File: src/rtl/system_pio_poll_pkg.sv
// Shared types and defaults for the PIO poll master.
package system_pio_poll_pkg;

    typedef enum logic [1:0] {
        IDLE = 2'd0,
        WAIT = 2'd1,
        REQ  = 2'd2,
        RESP = 2'd3
    } poll_state_t;

    localparam int DEF_ADDR_W      = 2;
    localparam int DEF_POLL_ADDR   = 0;
    localparam int DEF_PORT_W      = 6;
    localparam int DEF_PERIOD_W    = 16;
    localparam int DEF_TIMEOUT_CYC = 255;
    localparam int READDATA_W      = 32;

    // Down-counter reload for a poll period; a period of 0 behaves as 1.
    function automatic logic [31:0] period_reload(input logic [31:0] period);
        return (period == 32'd0) ? 32'd0 : period - 32'd1;
    endfunction

endpackage

File: src/rtl/system_pio_poll_master_if.sv
// Avalon-MM read-only master bus bundle used by the poll master.
interface system_pio_poll_master_if
    import system_pio_poll_pkg::*;
#(
    parameter int ADDR_W = DEF_ADDR_W
);
    logic [ADDR_W-1:0]     avm_address;
    logic                  avm_read;
    logic                  avm_waitrequest;
    logic [READDATA_W-1:0] avm_readdata;
    logic                  avm_readdatavalid;

    modport master (
        output avm_address,
        output avm_read,
        input  avm_waitrequest,
        input  avm_readdata,
        input  avm_readdatavalid
    );

    modport slave (
        input  avm_address,
        input  avm_read,
        output avm_waitrequest,
        output avm_readdata,
        output avm_readdatavalid
    );
endinterface

File: src/rtl/system_poll_timer.sv
// Loadable down-counter with a zero flag; holds at zero.
module system_poll_timer #(
    parameter int W = 16
) (
    input  logic         clk,
    input  logic         reset,
    input  logic         load,
    input  logic [W-1:0] load_value,
    input  logic         dec,
    output logic         zero
);
    logic [W-1:0] count;

    // Load has priority over decrement; decrement stops at zero.
    always_ff @(posedge clk) begin
        if (reset) begin
            count <= '0;
        end else if (load) begin
            count <= load_value;
        end else if (dec && (count != '0)) begin
            count <= count - W'(1);
        end
    end

    assign zero = (count == '0);
endmodule

File: src/rtl/system_pio_poll_master.sv
// Avalon-MM poll master: periodically reads a PIO data register and
// publishes the low PORT_W bits with valid and change strobes.
// Optional build macro POLL_TIMEOUT_EN adds a response timeout and the
// timeout strobe port.
//
// state | meaning
// IDLE  | polling stopped, waiting for enable
// WAIT  | counting down the poll period
// REQ   | avm_read asserted, waiting for the slave to accept
// RESP  | read accepted, waiting for readdatavalid
module system_pio_poll_master
    import system_pio_poll_pkg::*;
#(
    parameter int ADDR_W      = DEF_ADDR_W,
    parameter int POLL_ADDR   = DEF_POLL_ADDR,
    parameter int PORT_W      = DEF_PORT_W,
    parameter int PERIOD_W    = DEF_PERIOD_W,
    parameter int TIMEOUT_CYC = DEF_TIMEOUT_CYC
) (
    input  logic                          clk,
    input  logic                          reset,
    input  logic                          enable,
    input  logic [PERIOD_W-1:0]           poll_period,
    system_pio_poll_master_if.master      bus,
    output logic [PORT_W-1:0]             data_out,
    output logic                          data_valid,
    output logic                          change_pulse
`ifdef POLL_TIMEOUT_EN
    ,
    output logic                          timeout
`endif
);

    poll_state_t         state;
    poll_state_t         state_next;
    logic                per_load;
    logic                per_dec;
    logic                per_zero;
    logic [PERIOD_W-1:0] per_reload;
    logic                capture;
    logic                done;
    logic                first_done;
    logic [PORT_W-1:0]   new_data;
    logic                unused_readdata;

`ifdef POLL_TIMEOUT_EN
    localparam int TO_W = (TIMEOUT_CYC < 2) ? 1 : $clog2(TIMEOUT_CYC);
    logic to_load;
    logic to_dec;
    logic to_zero;
    logic abort;
`else
    localparam int unused_timeout_cyc = TIMEOUT_CYC;
`endif

    assign per_reload      = PERIOD_W'(period_reload(32'(poll_period)));
    assign new_data        = bus.avm_readdata[PORT_W-1:0];
    assign unused_readdata = ^bus.avm_readdata[READDATA_W-1:PORT_W];

    // avm_read is decoded from the registered state so it cannot drop
    // while the slave is stalling.
    assign bus.avm_read    = (state == REQ);
    assign bus.avm_address = bus.avm_read ? ADDR_W'(POLL_ADDR) : '0;

    system_poll_timer #(.W(PERIOD_W)) u_period_timer (
        .clk        (clk),
        .reset      (reset),
        .load       (per_load),
        .load_value (per_reload),
        .dec        (per_dec),
        .zero       (per_zero)
    );

`ifdef POLL_TIMEOUT_EN
    // Loaded at acceptance so RESP lasts at most TIMEOUT_CYC cycles.
    system_poll_timer #(.W(TO_W)) u_timeout_timer (
        .clk        (clk),
        .reset      (reset),
        .load       (to_load),
        .load_value (TO_W'(TIMEOUT_CYC - 1)),
        .dec        (to_dec),
        .zero       (to_zero)
    );
`endif

    // State register.
    always_ff @(posedge clk) begin
        if (reset) begin
            state <= IDLE;
        end else begin
            state <= state_next;
        end
    end

    // Next-state and timer control.
    always_comb begin
        state_next = state;
        per_load   = 1'b0;
        per_dec    = 1'b0;
        capture    = 1'b0;
        done       = 1'b0;
`ifdef POLL_TIMEOUT_EN
        to_load    = 1'b0;
        to_dec     = 1'b0;
        abort      = 1'b0;
`endif
        unique case (state)
            IDLE: begin
                if (enable) begin
                    per_load   = 1'b1;
                    state_next = WAIT;
                end
            end
            WAIT: begin
                if (!enable) begin
                    state_next = IDLE;
                end else if (per_zero) begin
                    state_next = REQ;
                end else begin
                    per_dec = 1'b1;
                end
            end
            REQ: begin
                if (!bus.avm_waitrequest) begin
`ifdef POLL_TIMEOUT_EN
                    to_load    = 1'b1;
`endif
                    state_next = RESP;
                end
            end
            RESP: begin
                if (bus.avm_readdatavalid) begin
                    capture = 1'b1;
                    done    = 1'b1;
`ifdef POLL_TIMEOUT_EN
                end else if (to_zero) begin
                    abort = 1'b1;
                    done  = 1'b1;
                end else begin
                    to_dec = 1'b1;
`endif
                end
                if (done) begin
                    if (enable) begin
                        per_load   = 1'b1;
                        state_next = WAIT;
                    end else begin
                        state_next = IDLE;
                    end
                end
            end
            default: state_next = IDLE;
        endcase
    end

    // Capture register and strobes; the first capture after reset always
    // reports a change.
    always_ff @(posedge clk) begin
        if (reset) begin
            data_out     <= '0;
            data_valid   <= 1'b0;
            change_pulse <= 1'b0;
            first_done   <= 1'b0;
        end else begin
            data_valid   <= capture;
            change_pulse <= capture && (!first_done || (new_data != data_out));
            if (capture) begin
                data_out   <= new_data;
                first_done <= 1'b1;
            end
        end
    end

`ifdef POLL_TIMEOUT_EN
    // One-cycle strobe after a read is abandoned.
    always_ff @(posedge clk) begin
        if (reset) begin
            timeout <= 1'b0;
        end else begin
            timeout <= abort;
        end
    end
`endif

endmodule

File: src/flat_wrapper.sv
// flat-port wrapper written by rule: the top's interface ports become plain ports
module system_pio_poll_master_flat import system_pio_poll_pkg::*;
#(
    parameter int ADDR_W      = DEF_ADDR_W,
    parameter int POLL_ADDR   = DEF_POLL_ADDR,
    parameter int PORT_W      = DEF_PORT_W,
    parameter int PERIOD_W    = DEF_PERIOD_W,
    parameter int TIMEOUT_CYC = DEF_TIMEOUT_CYC
)
  (clk, reset, enable, poll_period, data_out, data_valid, change_pulse, bus_avm_address, bus_avm_read, bus_avm_waitrequest, bus_avm_readdata, bus_avm_readdatavalid);
  system_pio_poll_master_if #(.ADDR_W(ADDR_W)) bus_i ();
  input  logic clk;
  input  logic reset;
  input  logic enable;
  input  logic [PERIOD_W-1:0] poll_period;
  output logic [PORT_W-1:0] data_out;
  output logic data_valid;
  output logic change_pulse;
  output wire logic [$bits(bus_i.avm_address)-1:0] bus_avm_address;
  output wire logic [$bits(bus_i.avm_read)-1:0] bus_avm_read;
  input wire logic [$bits(bus_i.avm_waitrequest)-1:0] bus_avm_waitrequest;
  input wire logic [$bits(bus_i.avm_readdata)-1:0] bus_avm_readdata;
  input wire logic [$bits(bus_i.avm_readdatavalid)-1:0] bus_avm_readdatavalid;
  assign bus_avm_address = bus_i.avm_address;
  assign bus_avm_read = bus_i.avm_read;
  assign bus_i.avm_waitrequest = bus_avm_waitrequest;
  assign bus_i.avm_readdata = bus_avm_readdata;
  assign bus_i.avm_readdatavalid = bus_avm_readdatavalid;
  system_pio_poll_master #(.ADDR_W(ADDR_W), .POLL_ADDR(POLL_ADDR), .PORT_W(PORT_W), .PERIOD_W(PERIOD_W), .TIMEOUT_CYC(TIMEOUT_CYC)) u_core (.clk(clk), .reset(reset), .enable(enable), .poll_period(poll_period), .bus(bus_i), .data_out(data_out), .data_valid(data_valid), .change_pulse(change_pulse));
endmodule
File: config.mk
export PLATFORM = sky130hd
export DESIGN_NAME = system_pio_poll_master_flat
export DESIGN_NICKNAME = d
export VERILOG_FILES = /design/src/rtl/system_pio_poll_pkg.sv /design/src/rtl/system_pio_poll_master_if.sv /design/src/rtl/system_poll_timer.sv /design/src/rtl/system_pio_poll_master.sv /design/src/flat_wrapper.sv
export SDC_FILE = /design/constraint.sdc
export NUM_CORES = 1
export LEC_CHECK = 0
export CORE_AREA = 5 5 68 70
export CTS_BUF_LIST = sky130_fd_sc_hd__clkbuf_4
export CTS_CLUSTER_SIZE = 28
export DETAILED_ROUTE_END_ITERATION = 12
export DIE_AREA = 0 0 73 75
export PLACE_DENSITY = 0.82
export SLEW_MARGIN = 20
export SYNTH_ARGS = -nofsm -noshare
export SYNTH_HDL_FRONTEND = slang
export SYNTH_SLANG_ARGS = --single-unit
File: constraint.sdc
create_clock -name clk -period 2.6 [get_ports clk]
set_input_delay 0.65 -clock clk [delete_from_list [all_inputs] [get_ports clk]]
set_output_delay 0.65 -clock clk [all_outputs]
set_load 0.02 [all_outputs]
Word level (Yosys, flattened, before mapping):

Cells that the tools add are included.
Widths: inputs -> output; s select.

* add/subtract/negate cells: 2
* equal/unequal tests: 8
* mux-type cells: 19
* reductions and logical operators: 10

Operators with widths (number)
* $mux 16: 3
* $logic_not 16->1: 2
* $sub 16x1->16 const B: 2
* $reduce_bool 16->1: 1
* $mux 2: 5
* $mux 1: 9
* $pmux 2 s4: 1
* $ne 6x6->1: 1
* $eq 2x2->1 const B: 2
* $ne 2x2->1 const B: 2
* $reduce_and 4->1: 1
* $ne 3x2->1 const B: 1
* $eq 2x1->1 const B: 1
* $logic_and 1x1->1: 2
* $logic_not 2->1: 1
* $ne 2x1->1 const B: 1
* $pmux 1 s2: 1
* $reduce_bool 2->1: 1
* $logic_not 1->1: 1
* $logic_or 1x1->1: 1

* flip-flop bits (word level): 27
* output and inout bits: 11
* logic and storage cells: 45

Logic depth before layout (Yosys ltp):

* depth after elaboration: 7
* mapped depth: 8
* gate-level depth less buffers: 7

Modules after synthesis:

Synthesis repeated with hierarchy kept, for this count alone.

* cell total of the unflattened synthesis: 239
* area, all modules: 1985.7 um^2

Modules (own cells, without submodules)
* system_pio_poll_master: times used 1, cells each 125, area each 1041.0 um^2, seq. area each 220.2 um^2
* system_poll_timer: times used 1, cells each 114, area each 944.7 um^2, seq. area each 320.3 um^2

Worst setup path after synthesis:

No wires, ideal clock.

* path kind: in2reg
* start point: in poll_period[4]
* end point: reg u_core.u_period_timer.count[6]
* setup time: 116 ps
* arrival time: 2176 ps
* data required time: 2484 ps
* setup slack: 308 ps
* cell stages on the path: 5
* path buffers: 0
* path through: nor4_1 > nand4_1 > nand3b_1 > o22ai_1 > a31o_2

* cells in the longest elaborated chain, start to end: 3
* elaborated cells between the ends (all ways): 4
* those cells by class: add/sub: 1; mux: 2; reduce/logical: 1

RTL lines
* start, declared: line flat_wrapper.sv:15 `input logic [PERIOD_W-1:0] poll_period;`
* $sub 16x1->16 / $logic_not 16->1 (equally long branches): line system_pio_poll_pkg.sv:20 `return (period == 32'd0) ? 32'd0 : period - 32'd1;`
* $mux 16 *: line system_pio_poll_pkg.sv:20
* $mux 16 *: line system_poll_timer.sv:18 `end else if (load) begin`
* end signal, assigned: line system_poll_timer.sv:19 `count <= load_value;`
* end signal, assigned: line system_poll_timer.sv:21 `count <= count - W'(1);`
* end, declared: line system_poll_timer.sv:12 `logic [W-1:0] count;`

Every way passes the cells marked *; elsewhere a longest branch is shown, timed or not.
A chain may end at the register's enable or synchronous reset.

Worst setup path after layout:

* start point: reg u_core.state[0]
* end point: out bus_avm_read

* cells in the longest elaborated chain, start to end: 1

RTL lines
* start, declared: line system_pio_poll_master.sv:34 `poll_state_t state;`
* start signal, assigned: line system_pio_poll_master.sv:91 `state <= state_next;`
* $eq 2x2->1: line system_pio_poll_master.sv:62 `assign bus.avm_read = (state == REQ);`
* end, declared: line flat_wrapper.sv:20 `output wire logic [$bits(bus_i.avm_read)-1:0] bus_avm_read;`

Every way passes these cells.

==> flow_metrics.env <==
export IMPL_avgSynthCellArea_um2=7.971
export IMPL_total_power_w=0.001756
export IMPL_clock_sinks=27
export IMPL_place_area_um2=2260
export IMPL_syn_inst=221
export IMPL_dieHeight_um=75
export IMPL_placed_cells_incl_taps=315
export IMPL_timing_final_crit_share_pct=86.41
export IMPL_synthDistinctLibCells=44
export IMPL_clkLatencyLatePin_ns=0.32
export IMPL_numCtsBuffers=3
export IMPL_drt_iter0_markers=84
export IMPL_power_leakage_nw=0.8051
export IMPL_cp_max_fo=5
export IMPL_worst_pin_slew_ns=0.5673
export IMPL_setup_viol=0
export IMPL_synth_warnings=0
export IMPL_syn_area_um2=1762
export IMPL_synthSimpleGateAreaFrac_pct=27.91
export IMPL_path_buf_inv=2
export IMPL_startpoint="u_core.state[0]$_SDFFE_PP0P_"
export IMPL_fin_cells=319
export IMPL_viasPerCell=5.379
export IMPL_async_flop_share_pct=0
export IMPL_cts_tree="yes"
export IMPL_routed_wl_mm=4.153
export IMPL_p_switching_w=0.0007327
export IMPL_skew_ns=0.003578
export IMPL_area_delta_synth_final_pct=29.97
export IMPL_yosysTopAreaCell="dfxtp_1"
export IMPL_synth_edf_count=0
export IMPL_crit_family="buffers and inverters"
export IMPL_post_cts_setup_buffers=0
export IMPL_min_from="u_core.data_out[4]$_SDFFE_PP0P_"
export IMPL_postCtsHoldBufs=0
export IMPL_p_seq_share_pct=36.3
export IMPL_criticalPathCategory="reg -> out"
export IMPL_ys_seq_area_share_pct=30.68
export IMPL_nFillCells=380
export IMPL_grt_pass1_wl_mm=7.155
export IMPL_layout_drive_gt1_share_pct=8.922
export IMPL_core_area_um2=3914
export IMPL_slowest_stage="clkdlybuf4s50_1"
export IMPL_min_period_ns=2.247
export IMPL_ant_nets=0
export IMPL_outcome="completed"
export IMPL_arrival_ns=1.60
export IMPL_intPower_w=0.001023
export IMPL_synthXorXnorAreaFrac_pct=13.92
export IMPL_dr_pass1_iters=4
export IMPL_antennaDiodeCount=0
export IMPL_synth_fa_ha_area_share_pct=5.682
export IMPL_cp_required_ns=1.95
export IMPL_synth_top_area_share_pct=30.68
export IMPL_power_frac_comb_pct=53.0
export IMPL_fp_dieW_um=73
export IMPL_fmaxAchievable_mhz=445.1
export IMPL_fin_area_um2=2290
export IMPL_netlist_top_cells_area="dfxtp_1, xnor2_1, xor2_1"
export IMPL_clock_path_buffers=2
export IMPL_pwr_share_clk_pct=10.7
export IMPL_cp_cell_sequence="inv_1 > ha_1 > clkdlybuf4s50_1"
export IMPL_die_area_um2=5475
export IMPL_slew_headroom_pct=62.04
export IMPL_track_usage_pct=16.03
export IMPL_cts_htree_levels=1
export IMPL_synth_compound_area_share_pct=16.90
export IMPL_cts_resized=0
export IMPL_drc=0
export IMPL_place_gp_congestion=0.8279
export IMPL_synth_top_family_by_area="simple AND/OR/NAND/NOR gates"
export IMPL_hp_class="reg -> reg"
export IMPL_clk_pin_slew_worst_paths_ns=0.14
export IMPL_start_util_pct=45.01
export IMPL_routed_via_count=1716
export IMPL_drv_slew=0
export IMPL_setup_tns_ns=0
export IMPL_grt_pass1_vias=1665
export IMPL_finalHoldViolCount=0
export IMPL_avgRoutedWirePerCell_um=13.02
export IMPL_final_nets=331
export IMPL_drv_cap=0
export IMPL_muxShareOfSynthArea_pct=0.5682
export IMPL_swShare_pct=41.72
export IMPL_p_per_area_nw_per_um2=766.9
export IMPL_critPathMaxStageDelay_ns=0.54
export IMPL_start_kind="register"
export IMPL_worst_setup_path_end_kind="primary output"
export IMPL_grt_overflow=0
export IMPL_cts_root_buffer="clkbuf_4"
export IMPL_dp_final_hpwl_mm=3.377
export IMPL_portBuffers=35
export IMPL_grt_max_degree=16
export IMPL_antenna_found_initial=0
export IMPL_ys_flop_type="dfxtp_1"
export IMPL_boundaryPins=64
export IMPL_rows=23
export IMPL_r2r_start="u_core.u_period_timer.count[0]$_SDFFE_PP0P_"
export IMPL_ys_ff_latch=27
export IMPL_irDropWorstVdd_v=0.0002941
export IMPL_grt_setup_unrepaired="false"
export IMPL_whs_ns=0.4938
## metal layers
| metal | part of all wire, % | vias up | GRT usage (%) |
|---|---|---|---|
| met4 | 1.0 | 0 | 4.303 |
| met1 | 45 | 763 | 20.75 |
| met3 | 6.4 | 4 | 1.602 |
| met2 | 48 | 53 | 28.40 |
| met5 | 0 | - | 0 |
| li1 | - | 896 | - |
## final timing paths
path | cells after the start | slack [ns] | endpoint
min | 2 | 0.49 | u_core.data_out[4]$_SDFFE_PP0P_
max reg2reg | 7 | 0.44 | u_core.state[0]$_SDFFE_PP0P_
max | 3 | 0.35 | bus_avm_read
min reg2reg | 2 | 0.49 | u_core.data_out[4]$_SDFFE_PP0P_
## stage by stage
stage	utilization, %	setup WS [ns]
after floorplan	-	0.3078
after global placement	57.74	0.1210
after detailed placement	57.74	0.05778
after CTS	58.50	0.3380
after global routing	58.50	0.1408
final	58.50	0.3534
## worst register-to-register path: cells and delay by family, from the launching register on
| family | cells | cell delay [ns] |
|---|---|---|
| adder cells (fa/ha/maj) | 1 | 0.14 |
| AO/OA/AOI/OAI | 1 | 0.15 |
| AND/OR/NAND/NOR | 4 | 1.36 |
| buffers and inverters | 1 | 0.09 |
| flip-flops | 1 | 0.37 |
## power groups by stage
| stage | clock [W] | sequential [W] | combinational (W) |
|---|---|---|---|
| 2_1_floorplan | 0 | 0.000617 | 0.000657 |
| 3_3_place_gp | 0 | 0.000638 | 0.000902 |
| 3_5_place_dp | 0 | 0.000643 | 0.000918 |
| 4_1_cts | 0.000193 | 0.000634 | 0.000925 |
| 5_1_grt | 0.000210 | 0.000652 | 0.00105 |
| 6_report | 0.000188 | 0.000637 | 0.000931 |
## logic make-up after synthesis
kind of cell    count (synthesis)
simple gates                   93
compound gates                 46
xor+xnor                       28
flops                          27
buf+inv                        17
fa+ha+maj                       8
other cells                     1
mux                             1
## layout by cell type (no fill, tap or decap), types with 3 or more instances in the layout
master | Yosys | layout
nand2_1 | 25 | 25
buf_4 | 2 | 16
inv_1 | 9 | 9
nor3b_1 | 3 | 3
dfxtp_1 | 27 | 27
nor4_1 | 9 | 9
nor2_1 | 14 | 14
nor3_1 | 9 | 9
nand4_1 | 4 | 4
xnor2_1 | 15 | 15
clkdlybuf4s50_1 | 0 | 35
ha_1 | 8 | 8
a21oi_1 | 13 | 13
a211oi_1 | 4 | 4
nand3_1 | 11 | 11
o21ai_0 | 7 | 7
o22ai_1 | 9 | 9
xor2_1 | 13 | 13
clkbuf_4 | 0 | 4
## cells in the mapped netlist, types with 2 or more instances
cell type  count
a21o_1         2
inv_1          9
nand3_1       11
dfxtp_1       27
a211oi_1       4
clkbuf_1       5
nor3_1         9
a21oi_1       13
buf_4          2
nand3b_1       2
nand2b_1       2
nor2_1        14
xor2_1        13
nor3b_1        3
xnor2_1       15
o21ai_0        7
nand4_1        4
o221ai_1       2
and2_1         2
or3_1          2
o22ai_1        9
nor4b_1        2
nand2_1       25
ha_1           8
nor4_1         9
or4_1          2
## sequential cells by signal, summed over array words and instances (netlist names), named ones only
register and count:
u_core.state 1, u_core.first_done 1, u_core.u_period_timer.count 16, u_core.data_valid 1
u_core.data_out 6, u_core.change_pulse 1
## layout make-up
class | instances | area (um^2) | area share (%)
tap | 50 | 62.56 | 2.732
sequential | 27 | 540.5 | 23.61
clock buffer | 4 | 30.03 | 1.311
multi-input combinational | 178 | 1152 | 50.33
timing repair buffer | 51 | 470.5 | 20.55
inverter | 9 | 33.78 | 1.475
Note: power is estimated with default switching activity, not from simulation.
